`config.mk`:
```
export PLATFORM = sky130hd
export DESIGN_NAME = oclib_credit_tx
export DESIGN_NICKNAME = d
export VERILOG_FILES = /design/src/rtl/oclib_credit_tx.sv
export SDC_FILE = /design/constraint.sdc
export NUM_CORES = 1
export LEC_CHECK = 0
export BUFFER_PORTS_ARGS = -buffer_cell sky130_fd_sc_hd__buf_2
export CAP_MARGIN = 0
export CORE_AREA = 8 8 78 80
export DETAILED_ROUTE_END_ITERATION = 6
export DIE_AREA = 0 0 86 88
export PLACE_DENSITY = 0.76
export SYNTH_ARGS = -nofsm -noshare
export SYNTH_HDL_FRONTEND = slang
export SYNTH_SLANG_ARGS = --single-unit
```
`constraint.sdc`:
```
create_clock -name clock -period 11.1 [get_ports clock]
set_input_delay 0.555 -clock clock [delete_from_list [all_inputs] [get_ports clock]]
set_output_delay 0.555 -clock clock [all_outputs]
set_load 0.1 [all_outputs]
```
`src/rtl/oclib_credit_tx.sv`:
```
// Credit-flow link transmitter: forwards local valid/ready words as
// valid-only beats while credits for the remote FIFO are held.
module oclib_credit_tx #(
  parameter int Width      = 32,
  parameter int Credits    = 32,
  parameter int CreditInW  = 2,
  parameter int LowCredits = 4,
  parameter int InitDelay  = 4,
  localparam int CntW      = $clog2(Credits + 1)
) (
  input  logic                 clock,
  input  logic                 resetN,
  input  logic [Width-1:0]     inData,
  input  logic                 inValid,
  output logic                 inReady,
  output logic [Width-1:0]     outData,
  output logic                 outValid,
  input  logic [CreditInW-1:0] creditIn,
  output logic [CntW-1:0]      creditCount,
  output logic                 lowCredits,
  output logic                 creditError
);

  localparam int SumW = (CntW > CreditInW ? CntW : CreditInW) + 1;
  localparam int TmrW = $clog2(InitDelay + 1);

  typedef enum logic {
    Init,
    Run
  } state_t;

  state_t          state_q;
  state_t          state_d;
  logic [TmrW-1:0] timer_q;
  logic [TmrW-1:0] timer_d;
  logic [CntW-1:0] cnt_d;
  logic            err_d;
  logic            low_d;
  logic            send;
  logic [SumW-1:0] sum;

  assign inReady = (state_q == Run) && (creditCount != '0);
  assign send    = inValid && inReady;

  // send only happens with creditCount!=0, so the sum cannot underflow
  assign sum = SumW'(creditCount) + SumW'(creditIn) - SumW'(send);

  always_comb begin
    state_d = state_q;
    timer_d = timer_q;
    cnt_d   = creditCount;
    err_d   = creditError;
    unique case (state_q)
      Init: begin
        timer_d = timer_q + 1'b1;
        if (creditIn != '0) err_d = 1'b1;
        if (timer_q == TmrW'(InitDelay - 1)) begin
          state_d = Run;
          cnt_d   = CntW'(Credits);
        end
      end
      Run: begin
        if (sum > SumW'(Credits)) begin
          cnt_d = CntW'(Credits);
          err_d = 1'b1;
        end else begin
          cnt_d = sum[CntW-1:0];
        end
      end
      default: ;
    endcase
  end

  assign low_d = 32'(cnt_d) <= 32'(LowCredits);

  always_ff @(posedge clock or negedge resetN) begin
    if (!resetN) begin
      state_q     <= Init;
      timer_q     <= '0;
      creditCount <= '0;
      lowCredits  <= 1'b1;
      creditError <= 1'b0;
      outValid    <= 1'b0;
      outData     <= '0;
    end else begin
      state_q     <= state_d;
      timer_q     <= timer_d;
      creditCount <= cnt_d;
      lowCredits  <= low_d;
      creditError <= err_d;
      outValid    <= send;
      if (send) outData <= inData;
    end
  end

endmodule

```
==> results of run 1 <==
## kinds of logic (layout without fill, tap and decap cells)
group / Yosys count / in the layout / synth area share [%]
mux: 1 / 1 / 0.527
xor+xnor: 4 / 4 / 1.64
flops: 45 / 45 / 52.8
fa+ha+maj: 13 / 13 / 7.96
buf+inv: 25 / 104 / 4.74
simple gates: 120 / 120 / 23.7
compound gates: 21 / 21 / 8.72
## layer usage
metal  wire (µm)  track usage (%)  vias up
met5           0                0        -
met4          85             6.05        0
met3         308             4.60        9
met2        2400             23.2       49
met1        2340             17.3      839
li1            -                -      894
## per-stage QoR
stage	instance area, µm²	utilization, %	cells	setup slack (ps)
detailed placement	2580	52.5	370	6310
CTS	2700	54.9	378	6270
global route	2700	54.9	378	5920
finish	2700	54.9	378	6320
floorplan	2140	-	229	4920
global placement	2580	52.5	370	6430
## worst paths after layout
path	from	end	cells after the start
max	creditCount[5]$_DFF_PN0_	lowCredits$_DFF_PN1_	16
min	resetN	outData[26]$_DFFE_PN0P_	1
max reg2reg	creditCount[5]$_DFF_PN0_	lowCredits$_DFF_PN1_	16
min reg2reg	outData[10]$_DFFE_PN0P_	outData[10]$_DFFE_PN0P_	2
max in group asynchronous	resetN	outData[4]$_DFFE_PN0P_	1
min in group clock	inData[28]	outData[28]$_DFFE_PN0P_	3
## worst register-to-register path, stage by stage, from the launching register on
cell      delay [ps]
dfrtp_1          420
inv_1            120
ha_1             190
a41oi_1          260
nand2_1          650
inv_2            730
ha_1             350
inv_1             50
ha_1             150
inv_1             50
fa_1             390
nor2b_1          200
o211a_1          200
o211ai_2         130
a32o_2           300
a221o_1          270
a211oi_2         230
## flip-flops by register name (all words and copies together) (netlist names)
signal and count:
outValid 1, lowCredits 1, outData 32, creditCount 6, creditError 1, state_q 1, timer_q 3
## cells in the final DEF, fill, tap and decap left out, drive strengths merged, types with 2 or more instances in the layout
cell type  count
a22o           2
inv           18
xnor2          3
clkbuf         7
nand2        100
nand2b         4
ha            12
buf           78
o21ai          3
dfrtp         44
nor2           3
nand3          2
## final cells by class
cell class                      count  area, µm²
Clock buffer                        7       86.3
Timing Repair Buffer               78        390
Tap cell                           70       87.6
Multi-Input combinational cell    159        908
Inverter                           18       67.6
Sequential cell                    45       1130
Fill cell                         463       2210
Clock inverter                      1       30.0
==> results.ini, run 1 <==
[status]
outcome=finished, final reports clean

[global_routing]
grt_first_pass_wirelength_um=8780
grt_max_degree=46
grt_antenna_before_repair=0
grt_overflow_total=0
grt_pass1_vias=1920
grtUsageTotal_pct=14.4

[floorplanning]
boundaryPins=79
row_count=26
die_w_um=86
start_util_pct=43.5
die_height_um=88
coreArea_um2=4910
dieArea_um2=7570

[placement]
place_congestion=0.861
hpwl_um=4000
port_buffers=78

[worst_setup_path]
critPathBufInv=4
reg2reg_setup_slack_ps=6320
path_delay_family=compound AO/OA/AOI/OAI gates
crit_arrival_ps=5000
startpoint_type=flop
endpoint_kind=flop
crit_chain=inv_1, ha_1, a41oi_1, nand2_1, inv_2, ha_1, inv_1, ha_1, inv_1, fa_1, nor2b_1, o211a_1, o211ai_2, a32o_2, a221o_1, a211oi_2
max_stage_delay_ps=730
cp.required_ps=11320
cp_max_fo=34
slowest_stage=inv_2
crit_type=flop to flop

[timing]
hold_viol_final=0
worst_pin_slew_ps=1060
drv_slew=0
max_freq_mhz=209
period_share_pct=43.1
setup_violations=0
rsz0062_at_grt=false
slew_headroom_pct=29.4
clock_skew_ps=5.43
min_period_ps=4780
fin_tns_setup_ps=0
holdWs_ps=406

[clock_network]
cts_hold_buf=0
clock_latency_ps=300
cts-buffers-inserted=5
cts_tree=yes
cts.sink_count=45
cts_max_level=2
cts-root-buf=clkbuf_8
clockBufferDepth=2
cts.clk_slew.worst_paths_ps=80
cts_resized=0
cts_setup_buffers=0

[detailed_routing]
firstDrtPassIters=4
ant_nets=0
post-route-drc-count=0
viasPerCell=4.74
avgRoutedWirePerCell_um=13.6
drt_iter0_drc=77
num_vias=1791
totalWireLength_um=5130

[layout]
final_net_count=357
diodes=0
drive_above_1_share_pct=30.2
area_growth_pct=26.2

[synthesis]
yosysTopAreaCell=dfrtp_1
async_flop_share_pct=100
synth_seq_area_share_pct=52.8
synth_ff_type=dfrtp_1
synthTopCellsByArea=dfrtp_1, nand2_1, ha_1
synth_enable_flop_cells=0
ys_warn_count=0
synth_area_per_cell_um2=9.33
synth.distinct_cells=45
synth_fp_nets=279
synthCells=229
netlist_area_um2=2140
synth.ff_latch_count=45
synth.top_cell.area_share_pct=51.5
synth.most_common_cell=nand2_1
synth_commonest_cells=nand2_1, dfrtp_1, inv_1, ha_1, clkbuf_1

[flow_run]
maxCapViolCount=0

[min_path]
hp-class=input pin to asynchronous set/reset pin

Power of run 1 is not shown: default switching activity piles up to over one toggle a cycle in this logic, so the estimate is an artifact.
==> run 2, diff against run 1 <==
==> config.mk (replaced) <==
export PLATFORM = sky130hd
export DESIGN_NAME = oclib_credit_tx
export DESIGN_NICKNAME = d
export VERILOG_FILES = /design/src/rtl/oclib_credit_tx.sv
export SDC_FILE = /design/constraint.sdc
export NUM_CORES = 1
export LEC_CHECK = 0
export ABC_AREA = 1
export BUFFER_PORTS_ARGS = -buffer_cell sky130_fd_sc_hd__buf_2
export CAP_MARGIN = 0
export CORE_AREA = 8 8 80 82
export DETAILED_ROUTE_END_ITERATION = 6
export DIE_AREA = 0 0 88 90
export PLACE_DENSITY = 0.77
export SYNTH_ARGS = -nofsm -noshare
export SYNTH_HDL_FRONTEND = slang
export SYNTH_SLANG_ARGS = --single-unit
==> constraint.sdc (replaced) <==
create_clock -name clock -period 4.3 [get_ports clock]
set_input_delay 0.215 -clock clock [delete_from_list [all_inputs] [get_ports clock]]
set_output_delay 0.215 -clock clock [all_outputs]
set_load 0.1 [all_outputs]
==> results.ini, run 2 <==
[status]
outcome=finished, final reports clean

[detailed_routing]
drt_iter0_drc=124
ant_nets=0
post-route-drc-count=0
num_vias=1915
firstDrtPassIters=4
avgRoutedWirePerCell_um=12.4
totalWireLength_um=5270
viasPerCell=4.52

[timing]
clock_skew_ps=6.20
setup_violations=0
period_share_pct=79.6
drv_slew=0
fin_tns_setup_ps=0
slew_headroom_pct=36.4
setup_ws_ps=876
hold_viol_final=0
rsz0062_at_grt=false
max_freq_mhz=292
min_period_ps=3420
worst_pin_slew_ps=953

[worst_setup_path]
cp_common_cell=inv_1
startpoint=creditCount[2]$_DFF_PN0_
slowest_stage=dfrtp_2
crit_arrival_ps=3640
endpoint_kind=flop
worst-path-stages=25
crit_type=flop to flop
startpoint_type=flop
critPathBufInv=8
cp_max_fo=33
cp.required_ps=4520
worstReg2RegEnd=lowCredits$_DFF_PN1_
r2r_start=creditCount[2]$_DFF_PN0_
max_stage_delay_ps=430
critPathCapture=lowCredits$_DFF_PN1_
reg2reg_setup_slack_ps=880
reg2regPathDepth=25
path_delay_family=adder cells

[placement]
hpwl_um=4130
port_buffers=78
place_congestion=0.853
pre_cts_ws_ps=901

[synthesis]
async_flop_share_pct=100
synth.ff_latch_count=45
synthTopCellsByArea=dfrtp_1, nand2_1, ha_1
synth_commonest_cells=nand2_1, dfrtp_1, inv_1, ha_1, nor2_1
synth_fp_nets=321
yosysTopAreaCell=dfrtp_1
synth_area_per_cell_um2=8.17
netlist_area_um2=2210
synth_ff_type=dfrtp_1
synth_enable_flop_cells=0
synth_seq_area_share_pct=50.9
ys_warn_count=0
synth.most_common_cell=nand2_1
synthCells=271
synth.distinct_cells=20
synth.top_cell.area_share_pct=49.7

[layout]
largest_reg_flops=32
reg_top3=outData x32, creditCount x6, timer_q x3
nFillCells=488
final_net_count=401
layout_commonest_cell=nand2_1
multi_input_area_um2=942
layout_common_cells=nand2_1, buf_2, dfrtp_1
ff_latch_area_um2=1130
regMostFlops=outData
diodes=0
area_growth_pct=25.1
drive_above_1_share_pct=31.0

[global_routing]
grt_max_degree=46
grt_pass1_vias=1915
grt_first_pass_wirelength_um=8780
grt_antenna_before_repair=0
grtUsageTotal_pct=14.0
grt_overflow_total=0

[floorplanning]
start_util_pct=42.3
row_count=27
dieArea_um2=7920
coreArea_um2=5240
boundaryPins=79
die_w_um=88
die_height_um=90

[clock_network]
cts_hold_buf=0
cts-root-buf=clkbuf_8
cts_setup_buffers=0
cts_resized=0
cts_tree=yes
cts_max_level=2
clockBufferDepth=2
cts.clk_slew.worst_paths_ps=80
clock_latency_ps=290
cts.sink_count=45
cts-buffers-inserted=5

[flow_run]
maxCapViolCount=0

[min_path]
hp-class=input pin to asynchronous set/reset pin

run 2: cell count changes in the layout (fill, tap and decap cells not counted), moves of 4 or more:
cell      previous run  this run
dfrtp_1             44        40
dfrtp_2              0         4
nand2_2              0         7
nand2b_1             4         0
nand3_1              2         9
inv_1               17        27
nand4_1              0         4
nand2_1            100       127
nor2_1               3        11
nor2_2               0         4
run 2: routing by layer:
| metal | global-route usage (%) | vias up | part of all wire [%] |
|---|---|---|---|
| met5 | 0 | - | 0 |
| met4 | 5.74 | 0 | 1.9 |
| met3 | 2.82 | 6 | 5.4 |
| met2 | 22.6 | 56 | 49 |
| met1 | 17.4 | 865 | 44 |
| li1 | - | 988 | - |
run 2: cell families after synthesis:
logic type                 count (synthesis)  synth area share, %
and+or+nand+nor                          167                 32.1
buffers and inverters                     36                 6.50
xor gates and xnor gates                   2                0.792
adders and majority gates                 13                 7.69
AOI/OAI and AO/OA                          8                 1.98
DFF                                       45                 50.9
run 2: worst min-delay path by stage:
| stage | start | to | slack [ps] | depth (start not counted) |
|---|---|---|---|---|
| floorplan | resetN | creditCount[0]$_DFF_PN0_ | -80 | 0 |
| global route | inData[1] | outData[1]$_DFFE_PN0P_ | 110 | 3 |
| detailed placement | inData[25] | outData[25]$_DFFE_PN0P_ | 410 | 3 |
| global placement | inData[17] | outData[17]$_DFFE_PN0P_ | 410 | 3 |
| finish | resetN | outData[28]$_DFFE_PN0P_ | 80 | 1 |
| CTS | resetN | outData[23]$_DFFE_PN0P_ | 110 | 1 |
run 2: final cells by class:
| cell class | count | share of cell area [%] |
|---|---|---|
| Sequential cell | 45 | 40.9 |
| Multi-Input combinational cell | 190 | 34.0 |
| Clock buffer | 8 | 3.25 |
| Tap cell | 72 | 3.25 |
| Timing Repair Buffer | 80 | 14.6 |
| Inverter | 29 | 3.93 |
run 2: worst register-to-register path, cell delays in order, from the launching register on:
cell and delay, ps:
dfrtp_2 430, inv_1 90, ha_1 150, nand3_1 60
o21ai_0 140, inv_1 70, nand2_1 60, buf_4 310
inv_1 110, ha_1 290, inv_1 60, ha_1 200
inv_1 70, fa_1 400, inv_1 110, nand2_1 80
nand2_1 70, nand2_1 50, nand2_2 70, nand3_2 70
nand2_2 90, nand3b_1 110, nand2_2 90, inv_2 30
nor2_1 120, nor2_1 50
run 2: stage by stage:
step           instance area (µm²)  utilization [%]  hold slack (ps)  std cells
2_1_floorplan                 2220                -            -80.6        271
3_3_place_gp                  2680             51.2              408        416
3_5_place_dp                  2680             51.2              412        416
4_1_cts                       2770             52.9              109        424
5_1_grt                       2770             52.9              109        424
6_report                      2770             52.9             77.9        424
Power of run 2 is left out for the same reason.
==> run 3, diff against run 2 <==
--- a/config.mk
+++ b/config.mk
@@ -5,12 +5,12 @@
 export SDC_FILE = /design/constraint.sdc
 export NUM_CORES = 1
 export LEC_CHECK = 0
-export ABC_AREA = 1
+export ABC_AREA = 0
 export BUFFER_PORTS_ARGS = -buffer_cell sky130_fd_sc_hd__buf_2
 export CAP_MARGIN = 0
-export CORE_AREA = 8 8 80 82
+export CORE_AREA = 8 8 79 81
 export DETAILED_ROUTE_END_ITERATION = 6
-export DIE_AREA = 0 0 88 90
+export DIE_AREA = 0 0 87 89
 export PLACE_DENSITY = 0.77
 export SYNTH_ARGS = -nofsm -noshare
 export SYNTH_HDL_FRONTEND = slang
==> constraint.sdc (replaced) <==
create_clock -name clock -period 3 [get_ports clock]
set_input_delay 0.15 -clock clock [delete_from_list [all_inputs] [get_ports clock]]
set_output_delay 0.15 -clock clock [all_outputs]
set_load 0.1 [all_outputs]
==> results.ini, run 3 (synthesized netlist as in run 1, its figures left out) <==
[timing]
slew_headroom_pct=47.1
setup_violations=1
worst_pin_slew_ps=793
rsz0062_at_grt=true
period_share_pct=101
drv_slew=0
clock_skew_ps=2.09
setup_ws_ps=-38.6
max_freq_mhz=329
hold_viol_final=0
holdWs_ps=41.0
min_period_ps=3040

[global_routing]
grt_overflow_total=0
use_met3_pct=5.70
grt_first_pass_wirelength_um=9290
grtUsageTotal_pct=15.4
busiest_layer=met2
grt_max_degree=37
grt_use_met1_pct=17.2
grt_pass1_vias=2039
use_met2_pct=26.4
grt_antenna_before_repair=0

[layout]
diodes=0
drive_above_1_share_pct=40.5
area_growth_pct=36.9
regMostFlops=outData
layout_commonest_cell=nand2_1
reg_top3=outData x32, creditCount x6, timer_q x3
final_net_count=375
stdcell_count=396
largest_reg_flops=32
layout_common_cells=nand2_1, buf_2, dfrtp_1
finish.utilization_pct=58.8
final_cell_area_um2=2930

[placement]
place_congestion=0.906
detailed_place.area_um2=2750
hpwl_um=4280
port_buffers=78
placed_cells=378

[worst_setup_path]
crit_arrival_ps=3250
reg2reg_setup_slack_ps=-40
r2r_start=creditCount[2]$_DFF_PN0_
endpoint_kind=flop
cp_max_fo=3
startpoint=creditCount[2]$_DFF_PN0_
reg2regPathDepth=16
crit_type=flop to flop
startpoint_type=flop
worstReg2RegEnd=lowCredits$_DFF_PN1_
cp.required_ps=3220

[floorplanning]
start_util_pct=42.9
boundaryPins=79
row_count=26
coreArea_um2=4980
die_w_um=87
die_height_um=89
dieArea_um2=7740

[clock_network]
cts-buffers-inserted=5
cts.sink_count=45
cts-root-buf=clkbuf_8
clockBufferDepth=2
cts_tree=yes
clock_latency_ps=290
cts_max_level=2
cts.clk_slew.worst_paths_ps=80

[detailed_routing]
drt_iter0_drc=95
totalWireLength_um=5820
avgRoutedWirePerCell_um=14.7
firstDrtPassIters=5
post-route-drc-count=0
ant_nets=0
num_vias=1890
viasPerCell=4.77

[min_path]
min_to=outData[17]$_DFFE_PN0P_
whs_path_depth=3
min_from=inData[17]
hp-class=input pin to flop

[flow_run]
maxCapViolCount=0

[status]
violations=negative setup slack
outcome=finished, violations left

## run 3: final cells by class
cell class              instances  area, µm²
clock buffers                   7       76.3
clock inverters                 1       8.76
fillers                       447       2050
inverters                      18       77.6
multi-input cells             159       1000
flip-flops and latches         45       1140
well taps                      70       87.6
repair buffers                 96        528
## run 3: routing by layer
layer | routed length (µm) | vias up
li1 | - | 930
met3 | 459 | 9
met4 | 77 | 0
met2 | 2870 | 71
met1 | 2420 | 880
met5 | 0 | -
## run 3: repair_timing
item,CTS,global route
setup buffers,8,1
setup endpoints to repair,1,2
hold buffers,1,0
gates resized for setup,1,3
endpoints found under the hold margin,34,0
pin swaps,9,7
## run 3: worst max-delay path, cell delays in order (launching register included)
cell	delay (ps)
dfrtp_4	430
inv_4	40
ha_4	150
a41oi_4	210
nand2_2	100
inv_2	100
ha_4	200
inv_2	60
ha_4	120
inv_2	40
fa_2	380
nor2b_4	140
o211a_1	160
o211ai_2	100
a32o_2	280
a221o_1	270
a211oi_2	180
## run 3: worst max path at each step
stage / end / slack [ps] / cells after the start
after global placement: lowCredits$_DFF_PN1_ / 50 / 16
after floorplan: lowCredits$_DFF_PN1_ / -1010 / 17
after detailed placement: lowCredits$_DFF_PN1_ / -50 / 16
final: lowCredits$_DFF_PN1_ / -40 / 16
after global routing: lowCredits$_DFF_PN1_ / -170 / 16
after CTS: lowCredits$_DFF_PN1_ / -50 / 16
## run 3: metrics by stage
stage          setup WS [ps]  setup TNS [ps]
6_report               -38.6           -38.6
2_1_floorplan          -1010           -5680
3_3_place_gp            53.6               0
3_5_place_dp           -45.7           -45.7
5_1_grt                 -174            -182
4_1_cts                -53.8           -53.8
Power of run 3 is left out for the same reason.
